===== config.mk =====
export PLATFORM = sky130hd
export DESIGN_NAME = useq
export DESIGN_NICKNAME = d
export VERILOG_FILES = /design/src/rtl/useq_pkg.sv /design/src/rtl/useq_stack.sv /design/src/rtl/useq.sv
export SDC_FILE = /design/constraint.sdc
export NUM_CORES = 1
export LEC_CHECK = 0
export ABC_CLOCK_PERIOD_IN_PS = 5600
export CAP_MARGIN = 30
export CELL_PAD_IN_SITES_DETAIL_PLACEMENT = 1
export CELL_PAD_IN_SITES_GLOBAL_PLACEMENT = 1
export CORE_AREA = 2 2 55 57
export DETAILED_ROUTE_END_ITERATION = 7
export DIE_AREA = 0 0 57 59
export PLACE_DENSITY = 0.77
export SLEW_MARGIN = 20
export SYNTH_ARGS = -nofsm -noshare
export SYNTH_HDL_FRONTEND = slang
export SYNTH_SLANG_ARGS = --single-unit
export TNS_END_PERCENT = 50

===== constraint.sdc =====
create_clock -name clk -period 5.6 [get_ports clk]
set_clock_uncertainty 0.1 [all_clocks]
set_input_delay 0.56 -clock clk [delete_from_list [all_inputs] [get_ports clk]]
set_output_delay 0.56 -clock clk [all_outputs]
set_load 0.05 [all_outputs]

===== src/rtl/useq_pkg.sv =====
// Shared definitions for the microsequencer: seq_op encoding and the reset vector.
package useq_pkg;

  typedef enum logic [2:0] {
    SEQ_NEXT    = 3'd0,
    SEQ_JUMP    = 3'd1,
    SEQ_MAP     = 3'd2,
    SEQ_BRT     = 3'd3,
    SEQ_CALL    = 3'd4,
    SEQ_RET     = 3'd5,
    SEQ_HOLD    = 3'd6,
    SEQ_RESTART = 3'd7
  } seq_op_e;

  localparam int RESET_VEC = 0;

endpackage


===== src/rtl/useq_stack.sv =====
// Return-address stack for the microsequencer. Pointer is reset; entry storage is not.
module useq_stack
  import useq_pkg::*;
#(
  parameter int DEPTH = 4,
  parameter int UA_W  = 8
) (
  input  logic            clk,
  input  logic            rst,
  input  logic            push,
  input  logic            pop,
  input  logic            clr,
  input  logic [UA_W-1:0] push_data,
  output logic [UA_W-1:0] top_data,
  output logic            full,
  output logic            empty
);

  localparam int SP_W = $clog2(DEPTH + 1);
  localparam int AW   = (DEPTH > 1) ? $clog2(DEPTH) : 1;

  logic [UA_W-1:0] mem [DEPTH];
  logic [SP_W-1:0] sp;
  logic [SP_W-1:0] sp_dec;

  assign full   = (sp == SP_W'(DEPTH));
  assign empty  = (sp == '0);
  assign sp_dec = sp - SP_W'(1);
  // sp points at the next free slot, so the top entry sits one below it.
  assign top_data = mem[sp_dec[AW-1:0]];

  always_ff @(posedge clk or negedge rst) begin
    if (!rst) begin
      sp <= '0;
    end else if (clr) begin
      sp <= '0;
    end else if (push && !full) begin
      sp <= sp + SP_W'(1);
    end else if (pop && !empty) begin
      sp <= sp_dec;
    end
  end

  always_ff @(posedge clk) begin
    if (push && !full && !clr) begin
      mem[sp[AW-1:0]] <= push_data;
    end
  end

endmodule


===== src/rtl/useq.sv =====
// Microprogram sequencer: registered upc with next-address mux and optional return stack.
// The return stack and sticky err flag exist only when USEQ_STACK_EN is defined.
module useq
  import useq_pkg::*;
#(
  parameter int UA_W  = 8,
  parameter int OP_W  = 4,
  parameter int DEPTH = 4,
  parameter int NCOND = 4,
  localparam int CS_W = (NCOND > 1) ? $clog2(NCOND) : 1
) (
  input  logic            clk,
  input  logic            rst,
  input  logic [2:0]      seq_op,
  input  logic [UA_W-1:0] jump_addr,
  input  logic [OP_W-1:0] ir_op,
  input  logic [CS_W-1:0] cond_sel,
  input  logic [NCOND-1:0] cond_in,
  input  logic            stall,
  input  logic            clr_err,
  output logic [UA_W-1:0] upc,
  output logic            stk_full,
  output logic            stk_empty,
  output logic            err
);

  seq_op_e         op;
  logic [UA_W-1:0] upc_inc;
  logic [UA_W-1:0] map_addr;
  logic [UA_W-1:0] upc_nxt;
  logic            cond_true;

  assign op       = seq_op_e'(seq_op);
  assign upc_inc  = upc + UA_W'(1);
  assign map_addr = UA_W'(ir_op) << (UA_W - OP_W);

  // Selects outside 0..NCOND-1 never match, so they read as false.
  always_comb begin
    cond_true = 1'b0;
    for (int i = 0; i < NCOND; i++) begin
      if (cond_sel == i[CS_W-1:0]) cond_true = cond_in[i];
    end
  end

`ifdef USEQ_STACK_EN
  logic            push;
  logic            pop;
  logic            stk_clr;
  logic            err_set;
  logic [UA_W-1:0] stk_top;
`endif

  always_comb begin
    upc_nxt = upc;
`ifdef USEQ_STACK_EN
    push    = 1'b0;
    pop     = 1'b0;
    stk_clr = 1'b0;
    err_set = 1'b0;
`endif
    case (op)
      SEQ_NEXT: upc_nxt = upc_inc;
      SEQ_JUMP: upc_nxt = jump_addr;
      SEQ_MAP:  upc_nxt = map_addr;
      SEQ_BRT:  upc_nxt = cond_true ? jump_addr : upc_inc;
`ifdef USEQ_STACK_EN
      SEQ_CALL: begin
        if (stk_full) begin
          upc_nxt = upc_inc;
          err_set = 1'b1;
        end else begin
          upc_nxt = jump_addr;
          push    = 1'b1;
        end
      end
      SEQ_RET: begin
        if (stk_empty) begin
          upc_nxt = UA_W'(RESET_VEC);
          err_set = 1'b1;
        end else begin
          upc_nxt = stk_top;
          pop     = 1'b1;
        end
      end
      SEQ_RESTART: begin
        upc_nxt = UA_W'(RESET_VEC);
        stk_clr = 1'b1;
      end
`else
      SEQ_CALL:    upc_nxt = jump_addr;
      SEQ_RET:     upc_nxt = upc_inc;
      SEQ_RESTART: upc_nxt = UA_W'(RESET_VEC);
`endif
      default:  upc_nxt = upc;
    endcase
  end

  always_ff @(posedge clk or negedge rst) begin
    if (!rst) begin
      upc <= UA_W'(RESET_VEC);
    end else if (!stall) begin
      upc <= upc_nxt;
    end
  end

`ifdef USEQ_STACK_EN
  useq_stack #(
    .DEPTH (DEPTH),
    .UA_W  (UA_W)
  ) u_stack (
    .clk       (clk),
    .rst       (rst),
    .push      (push && !stall),
    .pop       (pop && !stall),
    .clr       (stk_clr && !stall),
    .push_data (upc_inc),
    .top_data  (stk_top),
    .full      (stk_full),
    .empty     (stk_empty)
  );

  // A new error in the same cycle as clr_err leaves the flag set.
  always_ff @(posedge clk or negedge rst) begin
    if (!rst) begin
      err <= 1'b0;
    end else if (!stall) begin
      if (err_set) err <= 1'b1;
      else if (clr_err) err <= 1'b0;
    end
  end
`else
  logic unused_clr_err;
  assign unused_clr_err = clr_err;
  assign stk_full  = 1'b0;
  assign stk_empty = 1'b1;
  assign err       = 1'b0;
`endif

endmodule


Word-level counts from Yosys, hierarchy flattened
Cells that the tools add are included.
{ "classes": {"add_sub_neg": 1, "mul": 0, "div": 0, "order_cmp": 0, "eq_ne": 9, "shift": 0, "mux": 6, "bitwise": 1, "n_reduce_logical": 6} }
{ "ops": {"columns": ["cell", "n"], "rows": [
  ["$pmux W8 S5", 1],
  ["$eq A3 B3 Y1 const B", 3],
  ["$add A8 B1 Y8 const B", 1],
  ["$mux W8", 1],
  ["$eq A3 B2 Y1 const B", 2],
  ["$reduce_bool A5 Y1", 1],
  ["$eq A2 B2 Y1 const B", 2],
  ["$mux W1", 4],
  ["$reduce_or A2 Y1", 2],
  ["$eq A3 B1 Y1 const B", 1],
  ["$logic_not A3 Y1", 1],
  ["$eq A2 B1 Y1 const B", 1],
  ["$logic_not A2 Y1", 1],
  ["$reduce_and A2 Y1", 1],
  ["$not A1 Y1", 1]
]} }
{ "totals": {"register_bits": 8, "latch_bits": 0, "ram_bits": 0, "romBits": 0, "input_bits": 25, "output_inout_bits": 11, "word_cells": 24, "n_memories": 0} }

Longest topological paths before layout
Gate-level depths: netlist (run 1).
{ "logic_depth": {"depth_word": 7, "mapped_depth": 6, "mapped_depth_nobuf": 6} }

Worst setup path after synthesis (run 1)
Ideal clock, no wire load.
{ "synth_path": {"path_type": "register -> register", "startpoint": "register upc[0]", "endpoint": "register upc[6]", "setup_ps": 139, "arrival_time_ps": 2018, "t_required_ps": 5361, "path_slack_ps": 3344, "path_stages_with_launch": 7, "path_buffers": 0, "period_less_slack_ps": 2256, "cell_sequence": "dfrtp_1 ha_1 nand3_1 or2_2 and3_1 a2111oi_0 a21oi_1"} }
{ "synth_between": {"elab_chain_cells": 3} }
{ "synth_rtl": {"columns": ["item", "line", "source"], "rows": [
  ["from (decl)", "useq.sv:21", "output logic [UA_W-1:0] upc,"],
  ["from (signal assigned)", "useq.sv:100", "upc <= UA_W'(RESET_VEC);"],
  ["from (signal assigned)", "useq.sv:102", "upc <= upc_nxt;"],
  ["$add A8 B1 Y8 (*)", "useq.sv:34", "assign upc_inc = upc + UA_W'(1);"],
  ["$mux W8", "useq.sv:65", "SEQ_BRT: upc_nxt = cond_true ? jump_addr : upc_inc;"],
  ["$pmux W8 S5 (*)", "useq.sv:61", "case (op)"]
]} }
Mark *: on every way between the ends. The rest lies on a longest branch, timed or not.
A chain may end at the register's enable or synchronous reset.

Final worst setup path (run 1)
{ "layout_path": {"startpoint": "input port cond_sel[0]", "endpoint": "register upc[2]"} }
{ "layout_between": {"elab_chain_cells": 7, "word_cells_on_any_way": 10} }
{ "layout_rtl": {"columns": ["item", "line", "source"], "rows": [
  ["from (decl)", "useq.sv:17", "input logic [CS_W-1:0] cond_sel,"],
  ["$logic_not A2 Y1", "useq.sv:41", "if (cond_sel == i[CS_W-1:0]) cond_true = cond_in[i];"],
  ["$mux W1 (3 in a row)", "useq.sv:41", null],
  ["$mux W1 (*)", "useq.sv:41", null],
  ["$mux W8 (*)", "useq.sv:65", null],
  ["$pmux W8 S5 (*)", "useq.sv:61", null]
]} }
Marks and branches as above.

==> results of run 1 <==
[worst register-to-register path, cell delays in order (launching register included)]
cell and delay [ns]:
dfrtp_1 0.46, ha_1 0.23, nand3_1 0.11, or2_2 0.35, xnor2_1 0.13, a2111oi_0 0.45
a21oi_1 0.12
[worst paths after layout]
kind,startpoint,to,cells past startpoint
worst min-delay path,upc[1]$_DFFE_PN0P_,upc[1]$_DFFE_PN0P_,2
max in group asynchronous,rst,upc[0]$_DFFE_PN0P_,1
worst max-delay path,cond_sel[0],upc[2]$_DFFE_PN0P_,6
worst max register to register,upc[0]$_DFFE_PN0P_,upc[6]$_DFFE_PN0P_,6
worst min register to register,upc[1]$_DFFE_PN0P_,upc[1]$_DFFE_PN0P_,2
min in group asynchronous,rst,upc[5]$_DFFE_PN0P_,1
[area by class of cell]
cell class | instances | area [µm²] | share of cell area (%)
Tap cell | 31 | 38.79 | 3.399
Sequential cell | 8 | 200.2 | 17.54
Multi-Input combinational cell | 87 | 565.5 | 49.56
Inverter | 1 | 3.754 | 0.3289
Clock buffer | 3 | 22.52 | 1.974
Timing Repair Buffer | 31 | 310.3 | 27.19
[cell usage in the layout, fill, tap and decap left out, types with 2 or more instances in the layout]
master           instances
a21oi_1                  8
xor2_1                   3
a211oi_1                 2
a221oi_1                 2
nand2_1                 10
o22ai_1                  3
a211o_1                  2
a221o_1                  2
nor2_1                   6
nor3_1                   4
dfrtp_1                  8
or2_2                    2
nand3_1                  4
nor2b_1                  5
conb_1                   3
xnor2_1                  2
clkdlybuf4s50_1         31
a2111oi_0                2
clkbuf_4                 3
a31oi_1                  2
o21ai_0                  4
[per-stage QoR]
| stage | util [%] | cell area, µm² |
|---|---|---|
| after floorplan | - | 814.5 |
| after global placement | 41.27 | 1119 |
| after detailed placement | 41.27 | 1119 |
| after CTS | 42.11 | 1141 |
| after global routing | 42.11 | 1141 |
| final | 42.11 | 1141 |
[metal layers]
metal | part of all wire [%] | track usage [%]
met4 | 1.0 | 5.980
met1 | 45 | 19.62
met2 | 49 | 26.93
met5 | 0 | 0
met3 | 5.0 | 1.747
[power by group]
group | switching (mW) | internal [mW] | total (mW)
sequential | 0.0157 | 0.0680 | 0.0836
clock | 0.0226 | 0.0247 | 0.0473
combinational | 0.0809 | 0.0573 | 0.138
total | 0.119 | 0.150 | 0.269
[cell families (layout without fill, tap and decap cells)]
| logic type | count (synthesis) | after routing | share of synthesized area (%) |
|---|---|---|---|
| mux | 2 | 2 | 4.012 |
| other cells | 2 | 3 | 0.9263 |
| simple gates | 41 | 41 | 27.47 |
| buf+inv | 9 | 35 | 6.018 |
| xor+xnor | 5 | 5 | 5.402 |
| fa+ha+maj | 1 | 1 | 1.543 |
| flops | 8 | 8 | 24.69 |
| compound gates | 35 | 35 | 29.94 |
==> reports/results.ini, run 1 <==
[status]
run_status = finished clean

[clock_tree]
cts_buffer_depth = 2
clkTransAtPathRegs_ns = 0.06
numCtsBuffers = 3
numClockSinks = 8
cts_tree = yes
root_buffer = clkbuf_4
cts_resized = 0
post_cts_buffers = 0
cts-hold-fix-buffers = 0
htreeDepth = 1
worst_skew_pair.late_latency_ns = 0.25

[timing]
holdWs_ns = 0.4729
hold_viol_final = 0
setup_slack_ns = 3.119
tightestPinTransition_ns = 0.5428
timing.final.crit_period_ns = 2.481
slew_viol_final = 0
slew-limit-headroom_pct = 63.70
setup_tns_ns = 0
rsz0062_at_grt = no
timing.fmax_mhz = 403.0
setup_viol = 0
fin_crit_sh_pct = 44.31

[logic_synthesis]
synth_top_area_share_pct = 24.69
syn_avg_cell_area_um2 = 7.872
synth.distinct_cells = 43
yosysTopAreaCell = dfrtp_1
ys_warn_count = 0
synth_area_um2 = 810.8
synth_enable_flop_cells = 0
dominantRegCellSynth = dfrtp_1
ys_async_sr_fraction_pct = 100.0
ys_seq_area_share_pct = 24.69
yosys-top-cells-count = nand2_1, a21oi_1, dfrtp_1
syn_inst = 103
synth_most_common_cell = nand2_1
synthTopCellsByArea = dfrtp_1, a21oi_1, nand2_1
ys_seq_elements = 8

[final_layout]
antenna_cells = 0
regMostFlops = upc
largest_reg_flops = 8
syn_to_final_growth_pct = 40.74
drive_gt1_share_pct = 6.923
top_regs = upc x8
fillCellCount = 348
nNetsFinal = 158
layout.cells.non_filler = 161

[placement]
place.port_buffers = 31
place_hpwl_mm = 1.914
pre_cts_ws_ns = 2.855
routabilityCongestion = 0.7328
placedCellCount = 158

[grt]
grt_max_degree = 18
grt_overflow_total = 0
grt_pass1_vias = 910
grt_pass1_wl_mm = 4.098
antenna_found_initial = 0
grt.total_usage_pct = 15.45

[worst_setup_path]
crit_chain = clkdlybuf4s50_1, mux4_2, a2111o_1, and2_4, nor3_2, a221o_1
critPathRequiredTime_ns = 5.69
max_stage_delay_ns = 0.60
crit_fanout = 9
path_class = input pin to flip-flop
crit_slowest_cell = mux4_2
ff2ff_setup_slack_ns = 3.52
end_kind = flip-flop
start_kind = input pin
critPathTopFamily = multiplexers
arrival_ns = 2.57
path_buf_inv = 1

[route]
wl_per_cell_um = 15.28
ant_nets = 0
drt_wl_total_mm = 2.460
vias = 891
drc = 0
drt-initial-drc-count = 25
firstDrtPassIters = 4
drt-vias-per-instance = 5.534

[floorplan]
io_pins = 36
chipHeight_um = 59
start_util_pct = 29.92
die_area_mm2 = 0.003363
rows = 19
die_w_um = 57
core_mm2 = 0.002710

[power]
total_power_mw = 0.2692
cellLeakagePower_nw = 0.4392
powerDensity_mw_per_mm2 = 235.9
vdd_drop_max_uv = 128.4

[min_path]
min_path_type = flip-flop to flip-flop

[run]
max_cap_violations = 0

Power figures use the tool's default switching activity.
==> run 2: changes to the inputs <==
--- a/config.mk
+++ b/config.mk
@@ -5,14 +5,14 @@
 export SDC_FILE = /design/constraint.sdc
 export NUM_CORES = 1
 export LEC_CHECK = 0
-export ABC_CLOCK_PERIOD_IN_PS = 5600
+export ABC_CLOCK_PERIOD_IN_PS = 2000
 export CAP_MARGIN = 30
 export CELL_PAD_IN_SITES_DETAIL_PLACEMENT = 1
 export CELL_PAD_IN_SITES_GLOBAL_PLACEMENT = 1
-export CORE_AREA = 2 2 55 57
+export CORE_AREA = 2 2 59 61
 export DETAILED_ROUTE_END_ITERATION = 7
-export DIE_AREA = 0 0 57 59
-export PLACE_DENSITY = 0.77
+export DIE_AREA = 0 0 61 63
+export PLACE_DENSITY = 0.71
 export SLEW_MARGIN = 20
 export SYNTH_ARGS = -nofsm -noshare
 export SYNTH_HDL_FRONTEND = slang
==> constraint.sdc (replaced) <==
create_clock -name clk -period 2 [get_ports clk]
set_clock_uncertainty 0.1 [all_clocks]
set_input_delay 0.2 -clock clk [delete_from_list [all_inputs] [get_ports clk]]
set_output_delay 0.2 -clock clk [all_outputs]
set_load 0.05 [all_outputs]
==> reports/results.ini, run 2 (synthesis gave the netlist of run 1 again) <==
[status]
run_status = finished clean

[worst_setup_path]
path_class = input pin to flip-flop
ff2ff_setup_slack_ns = 0.18  ; -3.34 ns
r2r-start = upc[1]$_DFFE_PN0P_
end_kind = flip-flop
start_kind = input pin
crit_fanout = 5  ; -4
critPathRequiredTime_ns = 2.11  ; -3.58 ns
r2r-end = upc[6]$_DFFE_PN0P_
arrival_ns = 2.04  ; -0.53 ns
rr_worst_depth = 6  ; unchanged

[power]
combPwrFrac_pct = 53.8  ; +2.4 points
cellLeakagePower_nw = 0.5403  ; +23%
clock_power_share_pct = 17.6  ; about the same
switching_share_pct = 43.66  ; -0.62 points
vdd_drop_max_uv = 156.4  ; +22%
p_sw_mw = 0.3651  ; +210%
seq_power_share_pct = 28.6  ; -2.5 points
powerDensity_mw_per_mm2 = 619.4  ; +160%
p_int_mw = 0.4711  ; +210%

[clock_tree]
htreeDepth = 1  ; unchanged
cts_buffer_depth = 2  ; unchanged
root_buffer = clkbuf_4
cts-hold-fix-buffers = 0  ; unchanged
clkTransAtPathRegs_ns = 0.06  ; about the same
numClockSinks = 8  ; unchanged
worst_skew_pair.late_latency_ns = 0.27  ; +0.02 ns
numCtsBuffers = 3  ; unchanged
cts_tree = yes

[floorplan]
die_w_um = 61  ; +7.0%
die_area_mm2 = 0.003843  ; +14%
core_mm2 = 0.003232  ; +19%
io_pins = 36  ; unchanged
chipHeight_um = 63  ; +6.8%
rows = 21  ; +2
start_util_pct = 25.09  ; -4.8 points

[grt]
grt_max_degree = 12  ; -6
grt_overflow_total = 0  ; unchanged
grt_pass1_vias = 1090  ; +20%
grt.total_usage_pct = 16.24  ; +0.79 points
grt_pass1_wl_mm = 4.774  ; +16%
antenna_found_initial = 0  ; unchanged

[route]
drt-vias-per-instance = 5.082  ; -8.2%
firstDrtPassIters = 4  ; unchanged
drt-initial-drc-count = 37  ; +48%
drc = 0  ; unchanged
drt_wl_total_mm = 2.915  ; +18%
vias = 991  ; +11%
ant_nets = 0  ; unchanged
wl_per_cell_um = 14.95  ; -2.2%

[final_layout]
layout_commonest_cell = clkdlybuf4s50_1
stdcell_area_mm2 = 0.001350  ; +18%
final_cell_mix = clkdlybuf4s50_1, buf_4, nand2_1
nNetsFinal = 176  ; +11%
syn_to_final_growth_pct = 66.51
antenna_cells = 0  ; unchanged
top_regs = upc x8
largest_reg_flops = 8  ; unchanged
drive_gt1_share_pct = 24.16  ; +17 points
regMostFlops = upc

[timing]
slew-limit-headroom_pct = 63.82  ; +0.12 points
timing.final.crit_period_ns = 1.932
hold_viol_final = 0  ; unchanged
setup_viol = 0  ; unchanged
timing.fmax_mhz = 517.6
tightestPinTransition_ns = 0.5410  ; -0.001856 ns
holdWs_ns = 0.1229  ; -0.3500 ns
rsz0062_at_grt = no
slew_viol_final = 0  ; unchanged
fin_crit_sh_pct = 96.60

[placement]
dpl-instance-area_mm2 = 0.001289  ; +15%
routabilityCongestion = 0.8374  ; +14%
place.port_buffers = 31  ; unchanged
place_hpwl_mm = 2.366  ; +24%

[run]
max_cap_violations = 0  ; unchanged

[min_path]
min_path_type = input pin to async pin

-- run 2: area by class of cell --
type / count / area, µm²
clock buffers: 4 / 26.28
repair buffers: 49 / 447.9
flip-flops and latches: 8 / 205.2
well taps: 46 / 57.56
fillers: 404 / 1882
inverters: 1 / 3.754
multi-input cells: 87 / 609.3
-- run 2: critical path, cell delays in order --
cell,delay [ns]
clkdlybuf4s50_1,0.39
mux4_2,0.52
a2111o_1,0.46
and2_4,0.19
nor3_4,0.15
a221o_1,0.13
-- run 2: what timing repair did --
action	CTS	global route
gates resized for setup	1	6
buffers inserted	1	0
endpoints found under the setup margin	4	7
endpoints found under the hold margin	0	0
gates cloned	0	0
pin swaps	1	1
-- run 2: how the worst max path moves through the flow --
stage,from,end,depth (start not counted)
floorplan,upc[0]$_DFFE_PN0P_,upc[6]$_DFFE_PN0P_,6
global placement,cond_sel[0],upc[2]$_DFFE_PN0P_,6
detailed placement,cond_sel[0],upc[6]$_DFFE_PN0P_,5
CTS,cond_sel[0],upc[6]$_DFFE_PN0P_,5
global route,cond_in[3],upc[2]$_DFFE_PN0P_,6
finish,cond_in[3],upc[2]$_DFFE_PN0P_,6
-- run 2: through the flow --
| step | instances | power [mW] | setup WS (ns) | util (%) | setup TNS (ns) |
|---|---|---|---|---|---|
| 2_1_floorplan | 104 | 0.4954 | 0.005897 | - | 0 |
| 3_3_place_gp | 190 | 0.6626 | -0.2890 | 39.88 | -1.429 |
| 3_5_place_dp | 190 | 0.6778 | -0.3272 | 39.88 | -1.725 |
| 4_1_cts | 195 | 0.8320 | 0.01277 | 40.96 | 0 |
| 5_1_grt | 195 | 0.8829 | 0.01597 | 41.77 | 0 |
| 6_report | 195 | 0.8362 | 0.06792 | 41.77 | 0 |
-- run 2: per-layer routing --
| metal | GRT usage, % | wire, µm |
|---|---|---|
| met2 | 29.03 | 1474 |
| met3 | 1.863 | 164 |
| met1 | 18.77 | 1224 |
| met5 | 0 | 0 |
| met4 | 6.522 | 53 |
-- run 2: power by group through the flow --
stage	Clock, mW	Sequential (mW)	Combinational, mW
global route	0.157	0.244	0.482
finish	0.147	0.239	0.450
CTS	0.152	0.237	0.442
floorplan	0	0.336	0.159
detailed placement	0	0.240	0.438
global placement	0	0.237	0.426
